==> src/rtl/btb_pkg.sv <==
// Shared constants and helpers for the branch target buffer and its saturating counters.
package btb_pkg;

    function automatic int unsigned clog2(input int unsigned n);
        int unsigned r;
        r = 0;
        for (int unsigned i = 0; i < 32; i++) begin
            if ((64'd1 << i) < 64'(n)) r = i + 1;
        end
        return r;
    endfunction

    // Counter encodings derived from the counter width w.
    function automatic logic [63:0] weak_nt(input int unsigned w);
        return (64'd1 << (w - 1)) - 64'd1;
    endfunction

    function automatic logic [63:0] weak_t(input int unsigned w);
        return 64'd1 << (w - 1);
    endfunction

    function automatic logic [63:0] ctr_max(input int unsigned w);
        return (64'd1 << w) - 64'd1;
    endfunction

endpackage

==> src/rtl/btb_predictor_sat_counter.sv <==
// Combinational next-value of a W-bit saturating counter with load, increment and decrement.
module sat_counter
    import btb_pkg::*;
#(
    parameter int unsigned W = 2
) (
    input  logic [W-1:0] cur,
    input  logic         inc,
    input  logic         dec,
    input  logic         load,
    input  logic [W-1:0] load_val,
    output logic [W-1:0] nxt_c
);

    localparam logic [W-1:0] MAX = W'(ctr_max(W));

    // Load has priority; simultaneous inc and dec cancel.
    always_comb begin
        nxt_c = cur;
        if (load) begin
            nxt_c = load_val;
        end else if (inc && !dec) begin
            nxt_c = (cur == MAX) ? cur : cur + W'(1);
        end else if (dec && !inc) begin
            nxt_c = (cur == '0) ? cur : cur - W'(1);
        end
    end

endmodule

==> src/rtl/btb_predictor.sv <==
// Direct-mapped branch target buffer with per-entry saturating direction counters and
// saturating lookup/update/mispredict statistics.
module btb_predictor
    import btb_pkg::*;
#(
    parameter int unsigned NUM_ENTRIES = 32,
    parameter int unsigned PC_W        = 32,
    parameter int unsigned CNT_W       = 2,
    parameter int unsigned PC_INC      = 1,
    parameter int unsigned STAT_W      = 16
) (
    input  logic              clk,
    input  logic              rst,
    input  logic [PC_W-1:0]   lookup_pc,
    output logic              pred_hit,
    output logic              pred_taken,
    output logic [PC_W-1:0]   pred_next_pc,
    input  logic              upd_valid,
    input  logic [PC_W-1:0]   upd_pc,
    input  logic              upd_taken,
    input  logic [PC_W-1:0]   upd_target,
    input  logic              upd_pred_taken,
    input  logic [PC_W-1:0]   upd_pred_target,
    input  logic              inv_all,
    output logic [STAT_W-1:0] hit_cnt,
    output logic [STAT_W-1:0] upd_cnt,
    output logic [STAT_W-1:0] mispred_cnt
);

    localparam int unsigned IDX_W = clog2(NUM_ENTRIES);
    localparam int unsigned TAG_W = PC_W - IDX_W;
    localparam logic [CNT_W-1:0] WEAK_NT = CNT_W'(weak_nt(CNT_W));
    localparam logic [CNT_W-1:0] WEAK_T  = CNT_W'(weak_t(CNT_W));

    typedef struct packed {
        logic             valid;
        logic [TAG_W-1:0] tag;
        logic [PC_W-1:0]  target;
        logic [CNT_W-1:0] ctr;
    } entry_t;

    entry_t tbl_q [NUM_ENTRIES];

    // Lookup path: read-before-write, no bypass of a same-cycle update.
    logic [IDX_W-1:0] lk_idx;
    logic [TAG_W-1:0] lk_tag;
    entry_t           lk_ent;

    always_comb begin
        lk_idx       = lookup_pc[IDX_W-1:0];
        lk_tag       = lookup_pc[PC_W-1:IDX_W];
        lk_ent       = tbl_q[lk_idx];
        pred_hit     = lk_ent.valid && (lk_ent.tag == lk_tag);
        pred_taken   = pred_hit && lk_ent.ctr[CNT_W-1];
        pred_next_pc = pred_taken ? lk_ent.target : lookup_pc + PC_W'(PC_INC);
    end

    // Update path decode.
    logic [IDX_W-1:0] up_idx;
    logic [TAG_W-1:0] up_tag;
    entry_t           up_ent;
    logic             up_hit;
    logic             upd_accept_c;
    logic             mispred_c;
    logic [CNT_W-1:0] ctr_nxt_c;

    always_comb begin
        up_idx       = upd_pc[IDX_W-1:0];
        up_tag       = upd_pc[PC_W-1:IDX_W];
        up_ent       = tbl_q[up_idx];
        up_hit       = up_ent.valid && (up_ent.tag == up_tag);
        upd_accept_c = upd_valid && !inv_all;
        mispred_c    = (upd_taken != upd_pred_taken) ||
                       (upd_taken && (upd_target != upd_pred_target));
    end

    // On a miss the counter loads WEAK_T; only written back when allocating.
    sat_counter #(.W(CNT_W)) u_entry_ctr (
        .cur      (up_ent.ctr),
        .inc      (upd_taken),
        .dec      (!upd_taken),
        .load     (!up_hit),
        .load_val (WEAK_T),
        .nxt_c    (ctr_nxt_c)
    );

    always_ff @(posedge clk or negedge rst) begin
        if (!rst) begin
            for (int i = 0; i < int'(NUM_ENTRIES); i++) begin
                tbl_q[i] <= '{valid: 1'b0, tag: '0, target: '0, ctr: WEAK_NT};
            end
        end else if (inv_all) begin
            for (int i = 0; i < int'(NUM_ENTRIES); i++) begin
                tbl_q[i].valid <= 1'b0;
            end
        end else if (upd_valid) begin
            if (up_hit) begin
                tbl_q[up_idx].ctr <= ctr_nxt_c;
                if (upd_taken) tbl_q[up_idx].target <= upd_target;
            end else if (upd_taken) begin
                tbl_q[up_idx] <= '{valid: 1'b1, tag: up_tag, target: upd_target, ctr: ctr_nxt_c};
            end
        end
    end

    // Statistics counters, saturating; cleared only by reset.
    logic [STAT_W-1:0] hit_nxt_c;
    logic [STAT_W-1:0] upd_nxt_c;
    logic [STAT_W-1:0] mis_nxt_c;

    sat_counter #(.W(STAT_W)) u_hit_stat (
        .cur      (hit_cnt),
        .inc      (pred_hit),
        .dec      (1'b0),
        .load     (1'b0),
        .load_val ('0),
        .nxt_c    (hit_nxt_c)
    );

    sat_counter #(.W(STAT_W)) u_upd_stat (
        .cur      (upd_cnt),
        .inc      (upd_accept_c),
        .dec      (1'b0),
        .load     (1'b0),
        .load_val ('0),
        .nxt_c    (upd_nxt_c)
    );

    sat_counter #(.W(STAT_W)) u_mis_stat (
        .cur      (mispred_cnt),
        .inc      (upd_accept_c && mispred_c),
        .dec      (1'b0),
        .load     (1'b0),
        .load_val ('0),
        .nxt_c    (mis_nxt_c)
    );

    always_ff @(posedge clk or negedge rst) begin
        if (!rst) begin
            hit_cnt     <= '0;
            upd_cnt     <= '0;
            mispred_cnt <= '0;
        end else begin
            hit_cnt     <= hit_nxt_c;
            upd_cnt     <= upd_nxt_c;
            mispred_cnt <= mis_nxt_c;
        end
    end

endmodule

==> config.mk <==
export PLATFORM = sky130hd
export DESIGN_NAME = btb_predictor
export DESIGN_NICKNAME = d
export VERILOG_FILES = /design/src/rtl/btb_pkg.sv /design/src/rtl/btb_predictor_sat_counter.sv /design/src/rtl/btb_predictor.sv
export SDC_FILE = /design/constraint.sdc
export NUM_CORES = 2
export LEC_CHECK = 0
export ABC_CLOCK_PERIOD_IN_PS = 15130
export CAP_MARGIN = 20
export CORE_MARGIN = 1.5
export CORE_UTILIZATION = 35
export CTS_CLUSTER_DIAMETER = 80
export DETAILED_ROUTE_END_ITERATION = 10
export PLACE_DENSITY_LB_ADDON = 0.05
export RECOVER_POWER = 50
export REMOVE_ABC_BUFFERS = 1
export SLEW_MARGIN = 10
export SYNTH_ARGS = -nofsm -noshare
export SYNTH_HDL_FRONTEND = slang
export SYNTH_SLANG_ARGS = --single-unit
==> constraint.sdc <==
create_clock -name clk -period 15.13 [get_ports clk]
set_clock_uncertainty 0.15 [all_clocks]
set_input_delay 3.026 -clock clk [delete_from_list [all_inputs] [get_ports clk]]
set_output_delay 3.026 -clock clk [all_outputs]
set_load 0.1 [all_outputs]
# [After elaboration in Yosys (flattened, before gate mapping)]
# Index checks and enable logic that the tools add are counted.
[classes] addsub=6 magnitude_cmp=3 n_eq_ne=8 mux=56 bitwise=6 reduce_logical=18
[op_table] op="$mux W1984" n=4
[op_table] op="$bwmux W1984" n=3
[op_table] op="$demux W62 S5" n=3
[op_table] op="$bmux W62 S5" n=2
[op_table] op="$mux W62" n=5
[op_table] op="$eq A27 B27 Y1" n=2
[op_table] op="$add A16 B1 Y16 const B" n=3
[op_table] op="$eq A16 B16 Y1 const B" n=3
[op_table] op="$mux W34" n=1
[op_table] op="$add A32 B1 Y32 const B" n=1
[op_table] op="$mux W1" n=32
[op_table] op="$mux W32" n=1
[op_table] op="$ne A32 B32 Y1" n=1
[op_table] op="$ge A6 B6 Y1 const B" n=2
[op_table] op="$not A5 Y6" n=2
[op_table] op="$mux W2" n=5
[op_table] op="$reduce_and A2 Y1" n=4
[op_table] op="$logic_and A1 B1 Y1" n=7
[op_table] op="$lt A6 B1 Y1 const B" n=1
[op_table] op="$not A1 Y1" n=4
[op_table] op="$reduce_bool A2 Y1" n=2
[op_table] op="$reduce_and A3 Y1" n=1
[op_table] op="$reduce_bool A3 Y1" n=1
[op_table] op="$add A2 B1 Y2 const B" n=1
[op_table] op="6 further kinds" n=6
[totals] ff_bits=2032 output_inout_bits=82 elab_cells=228

# [Depth between registers and ports, before layout]
[logic_depth] word_depth=14 ltp_mapped=18 depth_no_buf=11

# [Hierarchy]
# Synthesis repeated with hierarchy kept, for this count alone.
[unflattened] cells_unflattened=7326 area_unflattened_um2=105565.0
[by_module_without_submodules] module="btb_predictor" n_inst=1 cells_per_inst=6819 area_each_um2=102095.4 seq_area_each_um2=50888.8
[by_module_without_submodules] module="sat_counter (u_hit_stat ...)" n_inst=2 cells_per_inst=164 area_each_um2=1117.3 seq_area_each_um2=0.0
[by_module_without_submodules] module="sat_counter (u_upd_stat)" n_inst=1 cells_per_inst=167 area_each_um2=1154.9 seq_area_each_um2=0.0
[by_module_without_submodules] module="sat_counter (u_entry_ctr)" n_inst=1 cells_per_inst=12 area_each_um2=80.1 seq_area_each_um2=0.0

# [Least setup slack after synthesis]
# OpenSTA, ideal clock, no wires.
[synth_timing] path_type="input to output" start="input lookup_pc[1]" end="output pred_next_pc[5]" arrival_ps=8136 required_ps=11954 setup_slack_ps=3818 path_stages=14 n_path_buf=4 cell_sequence="buf_4 -> buf_6 -> buf_4 -> buf_2 -> mux4_2 -> a22o_1 -> a2111oi_1 -> a21oi_1 -> xnor2_1 -> nand4_1 -> nor4_4 -> nand3_2 -> mux2i_1 -> a221oi_1"
[synth_between] elab_chain_cells=8 word_cells_on_any_way=9 classes_between="add/sub: 1; eq/ne: 1; mux: 4; bitwise: 1; reduce/logical: 2"
[synth_rtl] element="start: declaration" line_no="btb_predictor.sv:14" rtl="input logic [PC_W-1:0] lookup_pc,"
[synth_rtl] element="$not A5 Y6 (not written as such)" line_no="btb_predictor.sv:52" rtl="lk_ent = tbl_q[lk_idx];"
[synth_rtl] element="$bmux W62 S5" line_no="btb_predictor.sv:52"
[synth_rtl] element="$mux W62 (not written as such) (2 in series)" line_no="btb_predictor.sv:52"
[synth_rtl] element="$eq A27 B27 Y1" line_no="btb_predictor.sv:53" rtl="pred_hit = lk_ent.valid && (lk_ent.tag == lk_tag);"
[synth_rtl] element="$logic_and A1 B1 Y1" line_no="btb_predictor.sv:53"
[synth_rtl] element="$logic_and A1 B1 Y1" line_no="btb_predictor.sv:54" rtl="pred_taken = pred_hit && lk_ent.ctr[CNT_W-1];"
[synth_rtl] element="$mux W32 *" line_no="btb_predictor.sv:55" rtl="pred_next_pc = pred_taken ? lk_ent.target : lookup_pc + PC_W'(PC_INC);"
[synth_rtl] element="end: declaration" line_no="btb_predictor.sv:17" rtl="output logic [PC_W-1:0] pred_next_pc,"
# Every way passes the cells marked *; elsewhere a longest branch is shown, timed or not. The select of a mux whose other input is x is not followed.

# [Worst setup path after layout]
[layout_timing] start="input lookup_pc[0]" end="output pred_next_pc[21]"
# Same word-level chain as after synthesis.

==> metrics.md <==
| Metric | Value |
|---|---|
| Run status | finished, violations left |
| Failing checks | max-capacitance violations, max-slew violations |
| Largest net degree at the start of global routing | 171 |
| Max Slew Vio Count | 857 |
| Hold_buf cts | 0 |
| Commonest non-fill, non-tap cell in the layout | dfrtp_1 |
| Pwr dens | 120.0 nW/um2 |
| Synth Flop Type | dfrtp_1 |
| WL/cell | 35.58 um |
| Arrival time worst endpoint | 9900 ps |
| Routed WL | 398100 um |
| Total core area | 288400 um2 |
| CTS H-tree lvls | 4 |
| Max-Cap Viols | 12 |
| Crit path from | lookup_pc[0] |
| Worst skew pair latency | 930 ps |
| CP endpoint kind | output pin |
| DP HPWL | 228600 um |
| Layout cells sized above 1 | 0.4174 |
| Slew of the pin with the lowest slew margin | 7313 ps |
| Vias in the first global route | 68379 |
| Post-route DRC | 0 |
| Hold_sp | tbl_q[1116]$_DFFE_PN1P_ |
| Leakage Power | 53.27 nW |
| Post-synthesis async set-or-reset flop share | 1.000 |
| VDD IR max | 0.09968 mV |
| Clk slew on worst S/H paths | 60 ps |
| Slowest library cell on the worst path | inv_2 |
| Antenna-violating nets left | 0 |
| Post-Syn Area | 101600 um2 |
| Yosys top cell area share | 0.4928 |
| Post-synthesis sequential area ratio | 0.5011 |
| CTS tree | done |
| Violation count after the first detailed-routing iteration | 4925 |
| EDFF count, synth | 0 |
| YS warnings | 0 |
| Slew HR | -3.875 |
| Minimum clock period | 13080 ps |
| Yosys top cell by area | dfrtp_1 |
| Placed Cells | 10718 |
| Crit Path Class | input pin to output pin |
| Root Buffer | clkbuf_16 |
| Post-synthesis mux area share | 0.3777 |
| Adder-cell share of the synthesized area | 0.0006899 |
| CP peak stage delay | 1000 ps |
| Post-Synth XOR/XNOR Area | 0.01104 |
| Total track usage | 0.2691 |
| Synth Area in Compound Gates | 0.04110 |
| Hold Crit Class | register to register |
| # port buffers | 215 |
| Vias per std cell | 5.897 |
| Worst Path Buf+Inv | 4 |
| Avg Inst Size Synth | 14.20 um2 |
| Worst hold slack | 330.1 ps |
| Tot Pwr | 13.94 mW |
| Library cells used by synthesis | 77 |
| Crit Path Max Fanout | 34 |
| Area Growth Syn to Fin | 14.37% |
| Via count | 65965 |
| Most frequent cells in the layout | 2000 x dfrtp_1, 1752 x mux2_2, 553 x mux2i_1 |
| Crit path cell chain | buf_8, buf_12, nand3b_1, o22ai_1, a2111oi_1, nor3_1, nor4b_1, nand4_1, nor4_4, nand4_2, inv_2, and3_1, a21oi_1, buf_12 |
| RR Startpoint | tbl_q[614]$_DFFE_PN0P_ |
| Fmax | 76.47 MHz |
| #FFs+latches synth | 2032 |
| RSZ-0062 raised after global routing | false |
| Die area | 293400 um2 |
| Cell family contributing the most delay on the critical path | simple AND/OR/NAND/NOR gates |
| Critical Path Most Common Cell | buf_12 |
| Fin cells | 11187 |
| Post CTS Setup Buffer Count | 0 |
| Die Y | 541.7 um |
| IO Pins | 216 |
| Final Net Count | 7328 |
| Critical path startpoint category | input pin |
| CTS sink count | 2032 |
| Starting density of the core | 0.3521 |
| Tcrit/Tclk final | 0.8643 |
| Post-cts gate resize count | 0 |
| CTS buffer count | 240 |
| Synth Instances | 7150 |
| Cell Rows | 197 |
| Synth top area cells | dfrtp_1 49%, mux2_2 19%, mux4_2 12% |
| DIE WIDTH | 541.7 um |
| Fin. Hold Viols | 0 |
| Simple-Gate Fraction of Synth Area | 0.03595 |
| Global-route wire length before repair | 559200 um |
| Setup TNS Final | 0 ps |
| Max Root-Sink Buffers | 4 |
| Congestion Overflow GR | 0 |
| Placer Congestion | 0.8237 |
| # setup viols final | 0 |
| Largest family of logic cells by synthesized area | multiplexers |
| Critical Path RT | 11950 ps |
| Antenna violations before repair | 26 |
| First-pass DRT Iterations | 5 |
==> synth_stat cells (69+ instances only) <==
master	instances
a21oi_1	146
dfrtp_1	2000
mux2i_1	553
nor4_1	71
buf_2	221
mux4_2	525
mux2_2	1752
o22ai_1	234
clkbuf_1	311
mux2_1	113
buf_4	69
nor2_1	132
o21ai_0	89
nand2_1	208
==> registers in the layout, indices dropped and copies added, names as in the netlist <==
register	cells
mispred_cnt	16
hit_cnt	16
upd_cnt	16
tbl_q	1984
==> tightest hold or removal path, cell delays in order, from the launching register on <==
cell and delay, ps:
dfstp_2 360, o21ai_0 60, o21ai_1 60
==> per-layer routing <==
layer	routed length [um]	global-route usage
met1	173700	0.3625
met2	193700	0.4503
met5	52	0
met3	16200	0.03058
met4	14410	0.08851
==> stage by stage <==
| step | util | area [um2] | worst slack (ps) |
|---|---|---|---|
| 4_1_cts | 0.4024 | 116000 | 2160 |
| 3_3_place_gp | 0.3739 | 107800 | 2157 |
| 2_1_floorplan | - | 98330 | 3137 |
| 5_1_grt | 0.4027 | 116100 | 1209 |
| 6_report | 0.4027 | 116100 | 2053 |
| 3_5_place_dp | 0.3743 | 107900 | 2209 |
==> cells by family after synthesis <==
family / Yosys count
AOI/OAI and AO/OA: 671
xor gates and xnor gates: 128
adders and majority gates: 6
buffers and inverters: 683
DFF: 2032
muxes: 2943
and+or+nand+nor: 687
==> power breakdown <==
part	internal (mW)	switching (mW)	leakage, nW
clock	3.56	2.44	4.03
sequential	5.88	0.295	27.5
combinational	0.787	0.977	21.7
total	10.2	3.71	53.3
==> layout make-up <==
cell class / instances / area (um2)
clock buffers: 366 / 7196
flip-flops and latches: 2032 / 50890
fillers: 26900 / 172200
well taps: 3781 / 4731
clock inverters: 79 / 897.1
diodes: 13 / 32.53
multi-input cells: 4435 / 47870
repair buffers: 463 / 4454
inverters: 18 / 75.07
==> path summary, 6_finish.rpt <==
path	depth (start not counted)	end	slack, ps
setup reg to reg	12	tbl_q[791]$_DFFE_PN0P_	9520
max in group asynchronous	4	tbl_q[1833]$_DFFE_PN0P_	2850
hold reg to reg	2	tbl_q[1116]$_DFFE_PN1P_	330
setup / recovery	14	pred_next_pc[21]	2050
min in group asynchronous	1	upd_cnt[13]$_DFFE_PN0P_	4680
hold / removal	2	tbl_q[1116]$_DFFE_PN1P_	330
Note: power is estimated with default switching activity, not from simulation.
